$ cat config.mk
export PLATFORM = sky130hd
export DESIGN_NAME = legv8_multicycle_control
export DESIGN_NICKNAME = d
export VERILOG_FILES = /design/src/rtl/legv8_multicycle_control_pkg.sv /design/src/rtl/legv8_multicycle_control_decoder.sv /design/src/rtl/legv8_multicycle_control.sv
export SDC_FILE = /design/constraint.sdc
export NUM_CORES = 1
export LEC_CHECK = 0
export ABC_AREA = 1
export CAP_MARGIN = 20
export CORE_MARGIN = 2
export CORE_UTILIZATION = 39
export DETAILED_ROUTE_END_ITERATION = 7
export PLACE_DENSITY = 0.82
export RECOVER_POWER = 100
export SYNTH_ARGS = -nofsm -noshare
export SYNTH_HDL_FRONTEND = slang
export SYNTH_SLANG_ARGS = --single-unit
$ cat constraint.sdc
create_clock -name clk -period 2.45 [get_ports clk]
set_input_delay 0.49 -clock clk [delete_from_list [all_inputs] [get_ports clk]]
set_output_delay 0.49 -clock clk [all_outputs]
set_load 0.02 [all_outputs]
$ cat src/rtl/legv8_multicycle_control_pkg.sv
// legv8_multicycle_control_pkg: shared state encoding, opcode constants and instruction classes
// for the LEGv8 multicycle controller.
package legv8_multicycle_control_pkg;
    typedef enum logic [2:0] {S_FETCH, S_DECODE, S_EXEC, S_MEM, S_WB} state_t;
    typedef enum logic [2:0] {C_ILLEGAL, C_LDUR, C_STUR, C_CBZ, C_B, C_RTYPE} iclass_t;
    localparam logic [1:0] ALUOP_MEM = 2'b00;
    localparam logic [1:0] ALUOP_CBZ = 2'b01;
    localparam logic [1:0] ALUOP_R   = 2'b10;
    localparam logic [10:0] OP_LDUR = 11'b11111000010;
    localparam logic [10:0] OP_STUR = 11'b11111000000;
    localparam logic [7:0]  OP_CBZ  = 8'b10110100;
    localparam logic [5:0]  OP_B    = 6'b000101;
    localparam logic [10:0] OP_ADD  = 11'b10001011000;
    localparam logic [10:0] OP_SUB  = 11'b11001011000;
    localparam logic [10:0] OP_AND  = 11'b10001010000;
    localparam logic [10:0] OP_ORR  = 11'b10101010000;
endpackage

$ cat src/rtl/legv8_multicycle_control_decoder.sv
// legv8_main_decoder: combinational opcode classifier producing the static ALU controls.
module legv8_main_decoder
    import legv8_multicycle_control_pkg::*;
(
    input  logic [10:0] opcode_i,
    output logic [2:0]  iclass_o,
    output logic [1:0]  alu_op_o,
    output logic        alu_src_o,
    output logic        reg2loc_o
);
    iclass_t cls;
    assign cls = opcode_i == OP_LDUR ? C_LDUR :
                 opcode_i == OP_STUR ? C_STUR :
                 opcode_i[10:3] == OP_CBZ ? C_CBZ :
                 opcode_i[10:5] == OP_B ? C_B :
                 opcode_i inside {OP_ADD, OP_SUB, OP_AND, OP_ORR} ? C_RTYPE : C_ILLEGAL;
    assign iclass_o  = cls;
    assign alu_op_o  = cls == C_CBZ ? ALUOP_CBZ : cls == C_RTYPE ? ALUOP_R : ALUOP_MEM;
    assign alu_src_o = cls inside {C_LDUR, C_STUR};
    assign reg2loc_o = cls inside {C_STUR, C_CBZ};
endmodule

$ cat src/rtl/legv8_multicycle_control.sv
// legv8_multicycle_control: FETCH/DECODE/EXEC/MEM/WB sequencer for a LEGv8 subset.
// Strobes are decoded from the registered state; ALU controls are captured in DECODE and held to WB.
module legv8_multicycle_control
    import legv8_multicycle_control_pkg::*;
(
    input  logic        clk,
    input  logic        reset,
    input  logic [31:0] instr,
    input  logic        instr_valid,
    output logic        instr_ready,
    output logic [1:0]  ALUOp,
    output logic [10:0] Opcode_field,
    input  logic        Zero,
    output logic        Reg2Loc,
    output logic        ALUSrc,
    output logic        MemtoReg,
    output logic        RegWrite,
    output logic        MemRead,
    output logic        MemWrite,
    output logic        PCWrite,
    output logic        PCBranch,
    input  logic        mem_ready,
    output logic        illegal,
    output logic        busy
);
    state_t      state_q, state_d;
    logic [31:0] ir_q, ir_d;
    logic [1:0]  alu_op_q, alu_op_d;
    logic        alu_src_q, alu_src_d;
    logic        reg2loc_q, reg2loc_d;
    logic [2:0]  cls_w;
    logic [1:0]  dec_alu_op;
    logic        dec_alu_src, dec_reg2loc;
    logic        unused_ir;
    iclass_t     cls;

    legv8_main_decoder u_dec (
        .opcode_i  (ir_q[31:21]),
        .iclass_o  (cls_w),
        .alu_op_o  (dec_alu_op),
        .alu_src_o (dec_alu_src),
        .reg2loc_o (dec_reg2loc)
    );

    assign cls       = iclass_t'(cls_w);
    assign unused_ir = ^ir_q[20:0];

    always_comb begin
        state_d   = state_q;
        ir_d      = ir_q;
        alu_op_d  = alu_op_q;
        alu_src_d = alu_src_q;
        reg2loc_d = reg2loc_q;
        case (state_q)
            S_FETCH: begin
                ir_d    = instr_valid ? instr : ir_q;
                state_d = instr_valid ? S_DECODE : S_FETCH;
            end
            S_DECODE: begin
                state_d   = cls == C_ILLEGAL ? S_FETCH : S_EXEC;
                alu_op_d  = dec_alu_op;
                alu_src_d = dec_alu_src;
                reg2loc_d = dec_reg2loc;
            end
            S_EXEC:  state_d = cls inside {C_LDUR, C_STUR} ? S_MEM : cls == C_RTYPE ? S_WB : S_FETCH;
            S_MEM:   state_d = !mem_ready ? S_MEM : cls == C_LDUR ? S_WB : S_FETCH;
            default: state_d = S_FETCH;
        endcase
        // Controls return to zero whenever the instruction retires or is dropped.
        if (state_d == S_FETCH) begin
            alu_op_d  = '0;
            alu_src_d = 1'b0;
            reg2loc_d = 1'b0;
        end
    end

    always_ff @(posedge clk) begin
        if (reset) begin
            state_q   <= S_FETCH;
            ir_q      <= '0;
            alu_op_q  <= '0;
            alu_src_q <= 1'b0;
            reg2loc_q <= 1'b0;
        end else begin
            state_q   <= state_d;
            ir_q      <= ir_d;
            alu_op_q  <= alu_op_d;
            alu_src_q <= alu_src_d;
            reg2loc_q <= reg2loc_d;
        end
    end

    assign instr_ready  = state_q == S_FETCH;
    assign busy         = state_q != S_FETCH;
    assign Opcode_field = ir_q[31:21];
    assign ALUOp        = alu_op_q;
    assign ALUSrc       = alu_src_q;
    assign Reg2Loc      = reg2loc_q;
    assign illegal      = state_q == S_DECODE && cls == C_ILLEGAL;
    assign MemRead      = state_q == S_MEM && cls == C_LDUR;
    assign MemWrite     = state_q == S_MEM && cls == C_STUR;
    assign RegWrite     = state_q == S_WB;
    assign MemtoReg     = state_q == S_WB && cls == C_LDUR;
    assign PCBranch     = state_q == S_EXEC && (cls == C_B || (cls == C_CBZ && Zero));
    assign PCWrite      = state_q == S_WB ||
                          (state_q == S_MEM && cls == C_STUR && mem_ready) ||
                          (state_q == S_EXEC && cls == C_CBZ && !Zero);
endmodule
==> results.sh <==
export IMPL_yosys_top_cells_area="dfxtp_1, a21oi_1, nand2_1"
export IMPL_critPathCaptureType="primary output"
export IMPL_synth_enable_flop_cells=0
export IMPL_dpl_hpwl_um=2050
export IMPL_rsz0062_at_grt="no"
export IMPL_setup_viol=0
export IMPL_synth_area_um2=978
export IMPL_grt_use_total=0.187
export IMPL_grt_pass1_vias=938
export IMPL_numCtsBuffers=3
export IMPL_maxSlewHeadroom=0.639
export IMPL_cts_resized=2
export IMPL_fin_ws_ns=0.146
export IMPL_antenna_cells=0
export IMPL_clockBufferDepth=2
export IMPL_dieArea_um2=2930
export IMPL_drv_cap=0
export IMPL_holdWs_ns=0.488
export IMPL_die_y_um=54.1
export IMPL_yosys_most_used_dff="dfxtp_1"
export IMPL_ys_ff_latch=18
export IMPL_yosysTopAreaCell="dfxtp_1"
export IMPL_globalplace_congestion=0.791
export IMPL_yosysTopAreaCellShare=0.368
export IMPL_postRouteAntennaNets=0
export IMPL_num_fill_cells=237
export IMPL_critPathLaunchType="flop"
export IMPL_status="finished clean"
export IMPL_io_pins=61
export IMPL_crit_type="reg2out"
export IMPL_synth_most_common_cell="nand2_1"
export IMPL_avgSynthCellArea_um2=7.09
export IMPL_netlist_cell_type_count=24
export IMPL_total_power_uw=643
export IMPL_hold_path_class="reg2reg"
export IMPL_die_x_um=54.1
export IMPL_arrival_ns=1.81
export IMPL_multi_input_area_um2=539
export IMPL_p_per_area_nw_per_um2=456
export IMPL_port_buffers=39
export IMPL_wl_per_cell_um=11.8
export IMPL_seq_area_frac_synth=0.368
export IMPL_synthArstFlopShare=0
export IMPL_post_route_drc_count=0
export IMPL_tightestPinTransition_ns=0.539
export IMPL_netlist_instances=138
export IMPL_num_rows=18
export IMPL_skew_ns=0.0134
export IMPL_placement_setup_worst_slack_ns=0.0477
export IMPL_insertion_delay_ns=0.30
export IMPL_overflow=0
export IMPL_timing_final_crit_share=0.940
export IMPL_hold_buffers=0
export IMPL_cts_setup_buffers=0
export IMPL_route_vias_total=1056
export IMPL_required_ns=1.96
export IMPL_area_growth_syn_to_layout_pct=43.9
export IMPL_fin_setup_tns_ns=0
export IMPL_antenna_found_initial=0
export IMPL_yosys_warnings=0
export IMPL_drt_total_wl_um=2480
export IMPL_initial_core_util=0.402
export IMPL_grt_max_degree=20
export IMPL_place_area_um2=1400
export IMPL_cts_root_buf="clkbuf_4"
export IMPL_cts_sinks=18
export IMPL_h_tree_depth=1
export IMPL_synth_commonest_cells="nand2_1, a21oi_1, dfxtp_1, inv_1, nor2_1"
export IMPL_stdcell_area_um2=1410
export IMPL_min_period_ns=2.30
export IMPL_slew_viol_final=0
export IMPL_fmax_mhz=434
export IMPL_clk_pin_slew_ns=0.11
export IMPL_ir_drop_uv=274
export IMPL_critPathMaxFanout=5
export IMPL_power_leakage_nw=0.645
export IMPL_syn_num_nets=175
export IMPL_register_area_um2=360
export IMPL_grt_first_pass_wirelength_um=3910
export IMPL_first_iter_violations=14
export IMPL_cts_tree="built"
export IMPL_hold_viol=0
export IMPL_first_pass_iters=4
export IMPL_core_area_um2=2430
export IMPL_layout_drive_gt1_share=0.106
export IMPL_viasPerCell=5.03
export IMPL_fin_nets=218
final cells by class:
cell class,count,share of cell area
Inverter,19,0.0507
Sequential cell,18,0.256
Timing Repair Buffer,39,0.258
Multi-Input combinational cell,100,0.383
Tap cell,30,0.0267
Clock buffer,4,0.0258
per-layer routing:
metal	vias to the layer above	wire length [um]	GRT usage	share of wire
li1	537	-	-	-
met1	477	1050	0.229	0.42
met2	34	1220	0.317	0.49
met3	8	127	0.00833	0.051
met4	0	78	0.125	0.031
met5	-	0	0	0
flip-flops by register name (all words and copies together), names as in the netlist:
| register | flops |
|---|---|
| ALUOp | 2 |
| ALUSrc | 1 |
| Reg2Loc | 1 |
| ir_q | 11 |
| state_q | 3 |
layout by cell type (no fill, tap or decap):
master	count
dlygate4sd3_1	18
nand3b_4	1
nor3_1	3
nand4_1	2
o311ai_0	1
nor2_4	3
clkdlybuf4s50_1	15
or2_1	1
nor3_2	1
nor2_1	14
nand2_4	2
clkbuf_8	1
and2_1	1
a22oi_1	1
nand2_2	2
dfxtp_1	18
nor2_2	2
clkbuf_4	3
dlygate4sd2_1	2
nand2_1	25
inv_2	2
nand4_4	1
a21oi_1	20
clkbuf_1	4
nand3_1	9
o21ai_0	10
and2_4	1
inv_1	17
critical path, stage by stage, from the launching register on:
cell	delay, ns
dfxtp_1	0.39
nor2_4	0.19
nand2_1	0.08
nand3b_4	0.18
nor2_1	0.16
nand2_1	0.07
o311ai_0	0.08
dlygate4sd2_1	0.37
final timing paths:
path,slack [ns],endpoint,cells past startpoint,start
setup / recovery,0.15,PCWrite,7,ir_q[23]
hold / removal,0.49,ir_q[26],2,ir_q[26]
setup reg to reg,0.52,Reg2Loc,7,state_q[2]
hold reg to reg,0.49,ir_q[26],2,ir_q[26]
power breakdown:
group	total (mW)	switching [mW]	internal (mW)	leakage, nW
registers	0.322	0.0149	0.307	0.148
clock network	0.183	0.0924	0.0906	0.0210
logic	0.137	0.0762	0.0612	0.477
total	0.643	0.184	0.459	0.645
stage by stage:
| step | utilization | instances |
|---|---|---|
| final | 0.579 | 210 |
| after global routing | 0.579 | 210 |
| after CTS | 0.590 | 210 |
| after detailed placement | 0.576 | 206 |
| after global placement | 0.576 | 206 |
| after floorplan | - | 138 |
logic make-up (layout without fill, tap and decap cells):
group                  Yosys count  count (layout)  share of synthesized area
AO/OA/AOI/OAI                   32              32                      0.170
AND/OR/NAND/NOR                 68              68                      0.384
flip-flops                      18              18                      0.368
buffers and inverters           20              62                     0.0780
(Power assumes the default switching activity.)
